File: src/rtl/sw_2port_ram_p.sv
// Parametrised two-port SRAM model: port A synchronous read, port B byte-group write,
// with a post-reset clear sequencer. Define SW2P_BYPASS_EN for same-address write-through.
module sw_2port_ram_p #(
    parameter int AW      = 5,
    parameter int DW      = 12,
    parameter int BW      = 12,
    parameter int OUT_REG = 0,
    localparam int NB     = DW / BW,
    localparam int DEPTH  = 2 ** AW
) (
    input  logic          CK,
    input  logic          RSTB,
    input  logic [AW-1:0] A,
    input  logic          CSA,
    input  logic          OE,
    output logic [DW-1:0] DO,
    output logic          DOV,
    input  logic [AW-1:0] B,
    input  logic          CSB,
    input  logic [NB-1:0] WEB,
    input  logic [DW-1:0] DI,
    output logic          BUSY
);

    typedef enum logic {CLEAR, READY} state_t;

    state_t        state_q, state_d;
    logic [AW-1:0] cnt_q, cnt_d;
    logic          clr_we;
    logic          ready;
    logic          rd_en;
    logic          wr_en;
    logic [DW-1:0] rd_word;
    logic [DW-1:0] do_q;
    logic          dov_q;
    logic [DW-1:0] dout;
    logic          dout_v;

    logic [DW-1:0] mem [DEPTH];

    always_ff @(posedge CK or negedge RSTB) begin
        if (!RSTB) begin
            state_q <= CLEAR;
            cnt_q   <= '0;
        end else begin
            // NOTE: non-blocking for every register so all state updates see pre-edge values.
            state_q <= state_d;
            cnt_q   <= cnt_d;
        end
    end

    // NOTE: every output of this block gets a default first, so no latch is inferred.
    always_comb begin
        state_d = state_q;
        cnt_d   = cnt_q;
        clr_we  = 1'b0;
        case (state_q)
            CLEAR: begin
                clr_we = 1'b1;
                cnt_d  = cnt_q + 1'b1;
                if (cnt_q == AW'(DEPTH - 1)) begin
                    state_d = READY;
                end
            end
            READY:   state_d = READY;
            default: state_d = CLEAR;
        endcase
    end

    assign ready = (state_q == READY);
    assign BUSY  = ~ready;
    assign rd_en = ready & CSA;
    assign wr_en = ready & CSB;

    // NOTE: the array has no reset; the clear sequencer zeroes it after RSTB rises instead.
    always_ff @(posedge CK) begin
        if (clr_we) begin
            mem[cnt_q] <= '0;
        end else if (wr_en) begin
            for (int i = 0; i < NB; i++) begin
                if (!WEB[i]) begin
                    mem[B][i*BW +: BW] <= DI[i*BW +: BW];
                end
            end
        end
    end

    always_comb begin
        rd_word = mem[A];
`ifdef SW2P_BYPASS_EN
        // Groups written on this same edge are forwarded from DI.
        if (wr_en && (B == A)) begin
            for (int i = 0; i < NB; i++) begin
                if (!WEB[i]) begin
                    rd_word[i*BW +: BW] = DI[i*BW +: BW];
                end
            end
        end
`endif
    end

    always_ff @(posedge CK or negedge RSTB) begin
        if (!RSTB) begin
            do_q  <= '0;
            dov_q <= 1'b0;
        end else begin
            dov_q <= rd_en;
            if (rd_en) begin
                do_q <= rd_word;
            end
        end
    end

    generate
        if (OUT_REG != 0) begin : g_out_reg
            logic [DW-1:0] do2_q;
            logic          dov2_q;

            always_ff @(posedge CK or negedge RSTB) begin
                if (!RSTB) begin
                    do2_q  <= '0;
                    dov2_q <= 1'b0;
                end else begin
                    dov2_q <= dov_q;
                    if (dov_q) begin
                        do2_q <= do_q;
                    end
                end
            end

            assign dout   = do2_q;
            assign dout_v = dov2_q;
        end else begin : g_no_out_reg
            assign dout   = do_q;
            assign dout_v = dov_q;
        end
    endgenerate

    // OE gates only the pins; the held read data survives OE going low.
    assign DO  = OE ? dout : '0;
    assign DOV = dout_v;

endmodule
File: config.mk
export PLATFORM = sky130hd
export DESIGN_NAME = sw_2port_ram_p
export DESIGN_NICKNAME = d
export VERILOG_FILES = /design/src/rtl/sw_2port_ram_p.sv
export SDC_FILE = /design/constraint.sdc
export NUM_CORES = 1
export LEC_CHECK = 0
export CORE_UTILIZATION = 55
export DETAILED_ROUTE_END_ITERATION = 10
export MAX_ROUTING_LAYER = met4
export PLACE_DENSITY = 0.77
export SETUP_SLACK_MARGIN = 0.4
export SYNTH_ARGS = -nofsm -noshare
export SYNTH_HDL_FRONTEND = slang
export SYNTH_SLANG_ARGS = --single-unit
File: constraint.sdc
create_clock -name CK -period 3.4 [get_ports CK]
set_input_delay 0.85 -clock CK [delete_from_list [all_inputs] [get_ports CK]]
set_output_delay 0.85 -clock CK [all_outputs]
set_load 0.1 [all_outputs]
# After elaboration in Yosys (flattened, before gate mapping)
# Memory sizes are Yosys's and may differ from the RTL's. A register that Yosys moved wholly into a read port is not among the register bits.
# Index checks and enable logic that the tools add are counted.
[totals] ff_bits=7 mem_bits_rw=384 input_bits=28 out_inout_bits=14 wordCells=22 n_memories=1
[memory_table] memory="mem" words=32 word_bits=12 rd=1 rd_clocked_by_memory_dff=1 write_ports=1 line_no="39" rtl="logic [DW-1:0] mem [DEPTH];"
[classes] n_addsub=1 n_eq_ne=1 n_mux=11 bitwise_logic=3 n_reduce_logical=2
[ops] operator="12-bit 2-to-1 mux" n=2
[ops] operator="12-bit OR reduction" n=1
[ops] operator="1-bit 2-to-1 mux" n=7
[ops] operator="5-bit by 1-bit adder with 5-bit output (second input constant)" n=1
[ops] operator="5-bit == test (second input constant)" n=1
[ops] operator="5-bit 2-to-1 mux" n=1
[ops] operator="1-bit bitwise AND" n=2
[ops] operator="1-bit one-hot mux with 2 select lines" n=1
[ops] operator="1-bit logical NOT" n=1
[ops] operator="1-bit NOT" n=1

# Logic depth before layout (Yosys ltp)
# Gate-level depths: netlist of the first run.
[depth] depth_word=6 ltp_mapped=8 depth_no_buf=5

# Worst setup path after synthesis of the first run
# OpenSTA, ideal clock, no wires.
[synth_timing] path_kind="input to register" start="in WEB" end="mem mem[10][0], enable pin" setup_time_ns=0.380 arrival_time_ns=2.487 required_ns=3.020 setup_slack_ns=0.533 path_stages=6 path_buffers=1 path_cell_list="and3b_1 > buf_2 > mux2i_1 > nor2b_1 > nand2_1 > nor2_1"
[synth_via] elab_chain_len=6 word_cells_on_any_way=7 classes_between="mux (6); reduce/logical (1)"
[synth_lines] item="from (decl)" line_no="20" rtl="input logic [NB-1:0] WEB,"
[synth_lines] item="1-bit 2-to-1 mux *" line_no="81" rtl="if (!WEB[i]) begin"
[synth_lines] item="1-bit 2-to-1 mux *" line_no="79" rtl="end else if (wr_en) begin"
[synth_lines] item="1-bit 2-to-1 mux *" line_no="77" rtl="if (clr_we) begin"
[synth_lines] item="1-bit 2-to-1 mux (implied by the code) *" line_no="82" rtl="mem[B][i*BW +: BW] <= DI[i*BW +: BW];"
[synth_lines] item="12-bit OR reduction (no source line)"
[synth_lines] item="5-bit 2-to-1 mux (no source line) or 1-bit 2-to-1 mux (tied branches)"
[synth_lines] item="to (decl)" line_no="39"
# Every way passes the cells marked *; elsewhere a longest branch is shown, timed or not.

# Final worst setup path of the first run
[layout_timing] start="in OE" end="out DO[9]"
[layout_via] elab_chain_len=1
[layout_lines] item="from (decl)" line_no="15" rtl="input logic OE,"
[layout_lines] item="12-bit 2-to-1 mux" line_no="140" rtl="assign DO = OE ? dout : '0;"
[layout_lines] item="to (decl)" line_no="16" rtl="output logic [DW-1:0] DO,"
# Every way passes these cells.

==> results of run 1 <==
[placed cells by master (no fill, tap or decap), types with 2 or more instances in the layout]
| cell | count |
|---|---|
| edfxtp_1 | 384 |
| mux2i_1 | 195 |
| buf_4 | 91 |
| a22oi_1 | 48 |
| clkbuf_16 | 41 |
| nor2_1 | 35 |
| clkdlybuf4s50_1 | 25 |
| and2_1 | 24 |
| a22o_1 | 24 |
| a21oi_1 | 24 |
| buf_12 | 21 |
| dfrtp_1 | 19 |
| nand2_1 | 19 |
| a221oi_1 | 19 |
| o22ai_1 | 12 |
| clkbuf_1 | 10 |
| o41ai_2 | 7 |
| clkbuf_8 | 6 |
| inv_1 | 5 |
| a221oi_2 | 5 |
| o41ai_1 | 5 |
| bufinv_16 | 5 |
| a32oi_1 | 4 |
| clkinv_1 | 4 |
| mux2_2 | 3 |
| nand3_1 | 3 |
| xnor2_1 | 3 |
| clkinv_2 | 3 |
| nor2b_1 | 2 |
| or3_1 | 2 |
| or2_2 | 2 |
| nand2b_1 | 2 |
| nor2b_4 | 2 |
| ha_1 | 2 |
[path summary, 6_finish.rpt]
check / endpoint / cells past startpoint
worst max-delay path: DO[9] / 3
worst min-delay path: do_q[7] / 2
worst max register to register: mem[7][9] / 5
worst min register to register: do_q[7] / 2
max in group asynchronous: do_q[6] / 2
min in group asynchronous: cnt_q[2] / 2
[critical path: stages]
cell	delay, ns
dlygate4sd2_1	0.52
and2_1	0.33
buf_12	0.21
[flip-flops by register name, indices dropped and copies added (netlist names)]
name	cells
mem	384
do_q	12
DOV	1
cnt_q	5
ready	1
[layout make-up]
class / count / area [µm²]
clock inverter: 13 / 189
sequential: 403 / 12000
fill: 1934 / 9770
clock buffer: 57 / 1150
timing repair buffer: 139 / 1380
multi-input combinational: 446 / 3720
tap: 384 / 480
inverter: 5 / 18.8
[through the flow]
step	hold WS, ns	std cells	total power [W]	setup slack [ns]
2_1_floorplan	0.436	906	0.00600	0.533
3_3_place_gp	0.449	1377	0.00629	0.290
3_5_place_dp	0.459	1377	0.00631	0.205
4_1_cts	0.481	1447	0.0107	0.658
5_1_grt	0.493	1447	0.0109	0.613
6_report	0.481	1447	0.0107	0.626
[where the power goes]
part | leakage (nW) | internal (W) | switching, W
logic | 2.43 | 0.000279 | 0.000469
clock network | 0.653 | 0.00272 | 0.00176
registers | 4.44 | 0.00544 | 0.0000182
total | 7.52 | 0.00844 | 0.00224
[routing by layer]
metal  vias up  routed length, µm  global-route usage [%]
li1       3873                  -                       -
met1      4463              14700                    34.0
met2       388              18200                    41.4
met3        62               2700                    3.63
met4         0                813                    7.01
met5         -                  0                       -
[logic make-up after synthesis]
group | count (synthesis)
flops | 403
mux | 198
compound gates | 148
simple gates | 95
buf+inv | 57
xor+xnor | 3
fa+ha+maj | 2
==> results by group, run 1 <==
CTS
  • Hold Buf Count CTS: 0
  • CTS buffer count: 40
  • Clock root cell: clkbuf_16
  • Maximum clock path buffer count: 3
  • Post-CTS setup buffer count: 0
  • PostCTS Resize Cnt: 1
  • H-tree depth: 2
  • Insertion delay to the later sink of the worst-skew pair: ~0.53 ns
  • CTS tree: yes
  • Reg clk slew, reported paths: 0.06 ns
  • Sink Count: 403

Synthesis
  • Number of synthesized flops with an enable pin: 384
  • Simple-gate share of the synthesized area: between 2 and 3%
  • Post-synth top flop: edfxtp_1
  • Synth warn: 0
  • Post-synthesis register bit count: about 400
  • Largest cells by area after synthesis: edfxtp_1 72%, mux2i_1 12%, dfrtp_1 3.0%
  • Mapped Nets: around 940
  • Synth top cells by count: 384 x edfxtp_1, 195 x mux2i_1, 48 x a22oi_1
  • Seq/Total Area, Yosys: around 75%
  • Synth Area in XOR/XNOR: less than 1%
  • Post-synth top area share: 71.7%
  • Leading cell type by number of instances after synthesis: edfxtp_1
  • Post-synthesis async set-or-reset flop share: about 4.7%
  • Post-Syn Area per Cell: ~18 µm²
  • Yosys cell types: 32
  • Largest family of logic cells by synthesized area: multiplexers
  • Compound-cell area share of the yosys netlist: under 10%
  • Synthesized area: 16100 µm²
  • Mux cell area share after synthesis: roughly 12%
  • Synth Area in Adders: 0.156%
  • Syn Inst Count: about 900
  • Synth area leader: edfxtp_1

Power
  • Power per cell area: 564 nW/µm²
  • P_leak: about 7.5 nW
  • Max VDD drop: 0.000486 V

Hold path
  • Min-delay src: do_q[7]
  • Hold Crit Class: flop to flop

Floorplan
  • Core Area: between 20000 and 30000 µm²
  • Die Wd: about 170 µm
  • Site Rows: between 60 and 70
  • Die Y-Extent: about 170 µm
  • Die ar.: approximately 30000 µm²
  • Initial Utilization: 56.0%
  • Number of placed I/O pins: 42

Route
  • First-pass DRT Iterations: 5
  • First DRT Iteration DRCs: roughly 1000
  • # DRC: 0
  • DRT Wirelength: 36400 µm
  • Wire length per cell: roughly 25 µm
  • Via Count: roughly 9000
  • Post-route ant nets: 0
  • Via density: 6.07

Final layout
  • # diodes: 0
  • Nets: 1065
  • Post-route cell area: between 15000 and 20000 µm²
  • Layout cells sized above 1: between 15 and 20%
  • Final core occ: about two thirds
  • Area Growth Syn to Fin: 17.7%

Global route
  • Largest net degree at the start of global routing: 49
  • Number of global-route vias before repair: 8715
  • First-pass GRT wire length: ~54000 µm
  • GRT Util Overall: 25.5%
  • Initial antenna violation count: 1
  • Gr ovfl total: 0

Setup path
  • Worst Setup Path Type: input port to output port
  • Crit path from: OE
  • Crit. End Element: output port
  • CP max FO: 12
  • Critical Path RT: between 2 and 3 ns
  • Crit path arrival time: ~1.9 ns
  • FF-to-FF setup slack: approximately 0.87 ns
  • Reg-to-reg critical path startpoint: ready
  • CP startpoint kind: input port

Placement
  • Routability Congestion: 0.851
  • DP Area: 17600 µm²
  • Port bufs: between 40 and 50
  • DP Wirelength: about 23000 µm

STA
  • Final Cycle Share: between 80% and 90%
  • Fmax: 360 MHz
  • Worst rel slew slack: around 54%
  • Worst slew pin tran: just under 0.7 ns
  • Final setup TNS: 0 ns
  • Max Clock Skew: between 0.01 and 0.015 ns
  • RSZ-0062 raised after global routing: no
  • # setup viols final: 0
  • Tmin final: approximately 2.8 ns
  • Final Slew Violations: 0
  • Fin. Hold Viols: 0

Flow run
  • MaxCap Viol Count: 0

Run status
  • Status: finished, final reports clean
Power figures use the tool's default switching activity.
==> run 2, diff against run 1 <==
==> constraint.sdc (replaced) <==
create_clock -name CK -period 2.7 [get_ports CK]
set_input_delay 0.675 -clock CK [delete_from_list [all_inputs] [get_ports CK]]
set_output_delay 0.675 -clock CK [all_outputs]
set_load 0.1 [all_outputs]
==> run 2 against run 1 <==
Net effect: via count grew 3.6%; clock skew up 0.0048 ns; worst setup slack worse by 0.12 ns; total power grew 24%; wire length up 6.4%; global-route usage rose by 1.7 points; largest cell class unchanged.
==> results by group, run 2 (synthesis results as in run 1) <==
Placement
  • Placed insts: around 1400
  • Port bufs: just over 40
  • DP Wirelength: between 20000 and 25000 µm
  • Routability Congestion: around 0.86

STA
  • # setup viols final: 0
  • Worst slew pin tran: between 0.5 and 0.6 ns
  • Max Clock Skew: 0.0193 ns
  • Final setup TNS: 0 ns
  • Final Cycle Share: roughly four fifths
  • Fin. Hold Viols: 0
  • RSZ-0062 raised after global routing: no
  • Worst rel slew slack: 63.1%
  • Final Slew Violations: 0
  • Fmax: between 400 and 500 MHz
  • Tmin final: about 2.2 ns

Setup path
  • Reg-to-reg critical path startpoint: ready
  • Critical Path RT: around 3 ns
  • CP startpoint kind: flop
  • CP max FO: 9
  • Worst Setup Path Type: flop to flop
  • Crit path arrival time: about 2.5 ns
  • Worst Reg-to-Reg Cells: 6
  • FF-to-FF setup slack: ~0.50 ns
  • Crit. End Element: flop
  • Reg-to-Reg End: mem[26][5]

Power
  • Max VDD drop: approximately 0.00043 V
  • Final Power: between 0.01 and 0.015 W
  • P_leak: slightly below 8 nW
  • Power per cell area: 655 nW/µm²

Final layout
  • Area of the multi-input gates: around 4100 µm²
  • Commonest non-fill, non-tap cell in the layout: edfxtp_1
  • Nets: 1097
  • Area Growth Syn to Fin: 25.3%
  • Register area: between 10000 and 15000 µm²
  • Biggest regs: mem (384), do_q (12), cnt_q (5)
  • Final std cells w/o fill: 1483
  • Biggest register: mem
  • Filler Cell Count: 1766
  • Max FFs per register: 384
  • # diodes: 0
  • Layout cells sized above 1: a little over a quarter
  • Most frequent cells in the layout: 384 x edfxtp_1, 192 x mux2i_1, 72 x buf_12

Run status
  • Status: finished, final reports clean

CTS
  • H-tree depth: 2
  • CTS tree: yes
  • Hold Buf Count CTS: 0
  • Sink Count: roughly 400
  • Insertion delay to the later sink of the worst-skew pair: about 0.54 ns
  • Maximum clock path buffer count: 3
  • Reg clk slew, reported paths: 0.06 ns
  • CTS buffer count: 40
  • Clock root cell: clkbuf_16

Route
  • Via density: 6.14
  • # DRC: 0
  • Post-route ant nets: 0
  • First DRT Iteration DRCs: 1025
  • DRT Wirelength: 38800 µm
  • Wire length per cell: about 26 µm
  • First-pass DRT Iterations: 5
  • Via Count: between 9000 and 10000

Global route
  • Gr ovfl total: 0
  • Largest net degree at the start of global routing: 33
  • Met3 Use GR: 4.05%
  • First-pass GRT wire length: roughly 57000 µm
  • GRT Util Overall: 27.2%
  • Global route hottest layer: met2
  • M1 GR Usage: a little over a third
  • Initial antenna violation count: 0
  • Grt met2 use: around 43%
  • Number of global-route vias before repair: around 8900

Floorplan
  • Site Rows: 62
  • Die Y-Extent: ~170 µm
  • Die Wd: 173 µm
  • Core Area: ~29000 µm²
  • Die ar.: roughly 30000 µm²
  • Initial Utilization: 56.0%
  • Number of placed I/O pins: 42

Hold path
  • Hold EP: do_q[7]
  • Min-delay src: do_q[7]
  • Hold Crit Class: flop to flop
  • Hold path cells: 2

Flow run
  • MaxCap Viol Count: 0
-- run 2: cell count changes in the layout (fill, tap and decap cells not counted), sizes merged --
cell / change
clkdlybuf4s50: -4
bufinv: -3
clkinvlp: +1
dlymetal6s2s: +4
inv: +2
buf: +31
dlygate4sd2: -1
clkinv: +9
clkbuf: -3
-- run 2: worst max path at each step --
| stage | start | end | slack, ns | cells after the start |
|---|---|---|---|---|
| 2_1_floorplan | WEB | mem[10][0] | 0.35 | 6 |
| 3_3_place_gp | CSB | mem[25][1] | -0.11 | 6 |
| 3_5_place_dp | A[2] | do_q[8] | -0.18 | 8 |
| 4_1_cts | CSB | mem[13][8] | 0.41 | 7 |
| 5_1_grt | ready | mem[26][5] | 0.46 | 6 |
| 6_report | ready | mem[26][5] | 0.50 | 6 |
-- run 2: power breakdown --
| part | switching [W] | internal [W] | total (W) |
|---|---|---|---|
| combinational | 0.000642 | 0.000442 | 0.00108 |
| sequential | 0.0000227 | 0.00685 | 0.00687 |
| clock | 0.00223 | 0.00302 | 0.00525 |
| total | 0.00290 | 0.0103 | 0.0132 |
-- run 2: critical path, cell delays in order, from the launching register on --
cell	delay, ns
dfrtp_2	0.47
and3b_2	0.31
mux2i_4	0.23
buf_6	0.14
or3_4	0.44
nor2_4	0.17
clkbuf_16	0.17
-- run 2: metal layers --
metal  part of all wire [%]  vias up
met3                    8.6       76
met2                     49      506
met4                    3.0        0
li1                       -     3954
met1                     39     4564
met5                      0        -
-- run 2: layout make-up --
class,count,share of cell area (%)
Sequential cell,403,59.6
Multi-Input combinational cell,446,20.4
Timing Repair Buffer,171,11.3
Clock buffer,52,5.35
Tap cell,384,2.38
Clock inverter,22,0.807
Inverter,5,0.0931
-- run 2: through the flow --
stage	instance area [µm²]	hold slack [ns]	utilization (%)	setup slack, ns
after global placement	18800	0.450	65.4	-0.115
after global routing	20100	0.506	70.2	0.458
after detailed placement	18800	0.461	65.4	-0.179
final	20100	0.471	70.2	0.501
after CTS	20100	0.474	70.0	0.412
after floorplan	16500	0.379	-	0.349
-- run 2: repair_timing --
action,4_1_cts,5_1_grt
buffers inserted,3,2
pin swaps,1,2
gates cloned,0,1
resized for setup,5,9
endpoints found under the setup margin,16,257
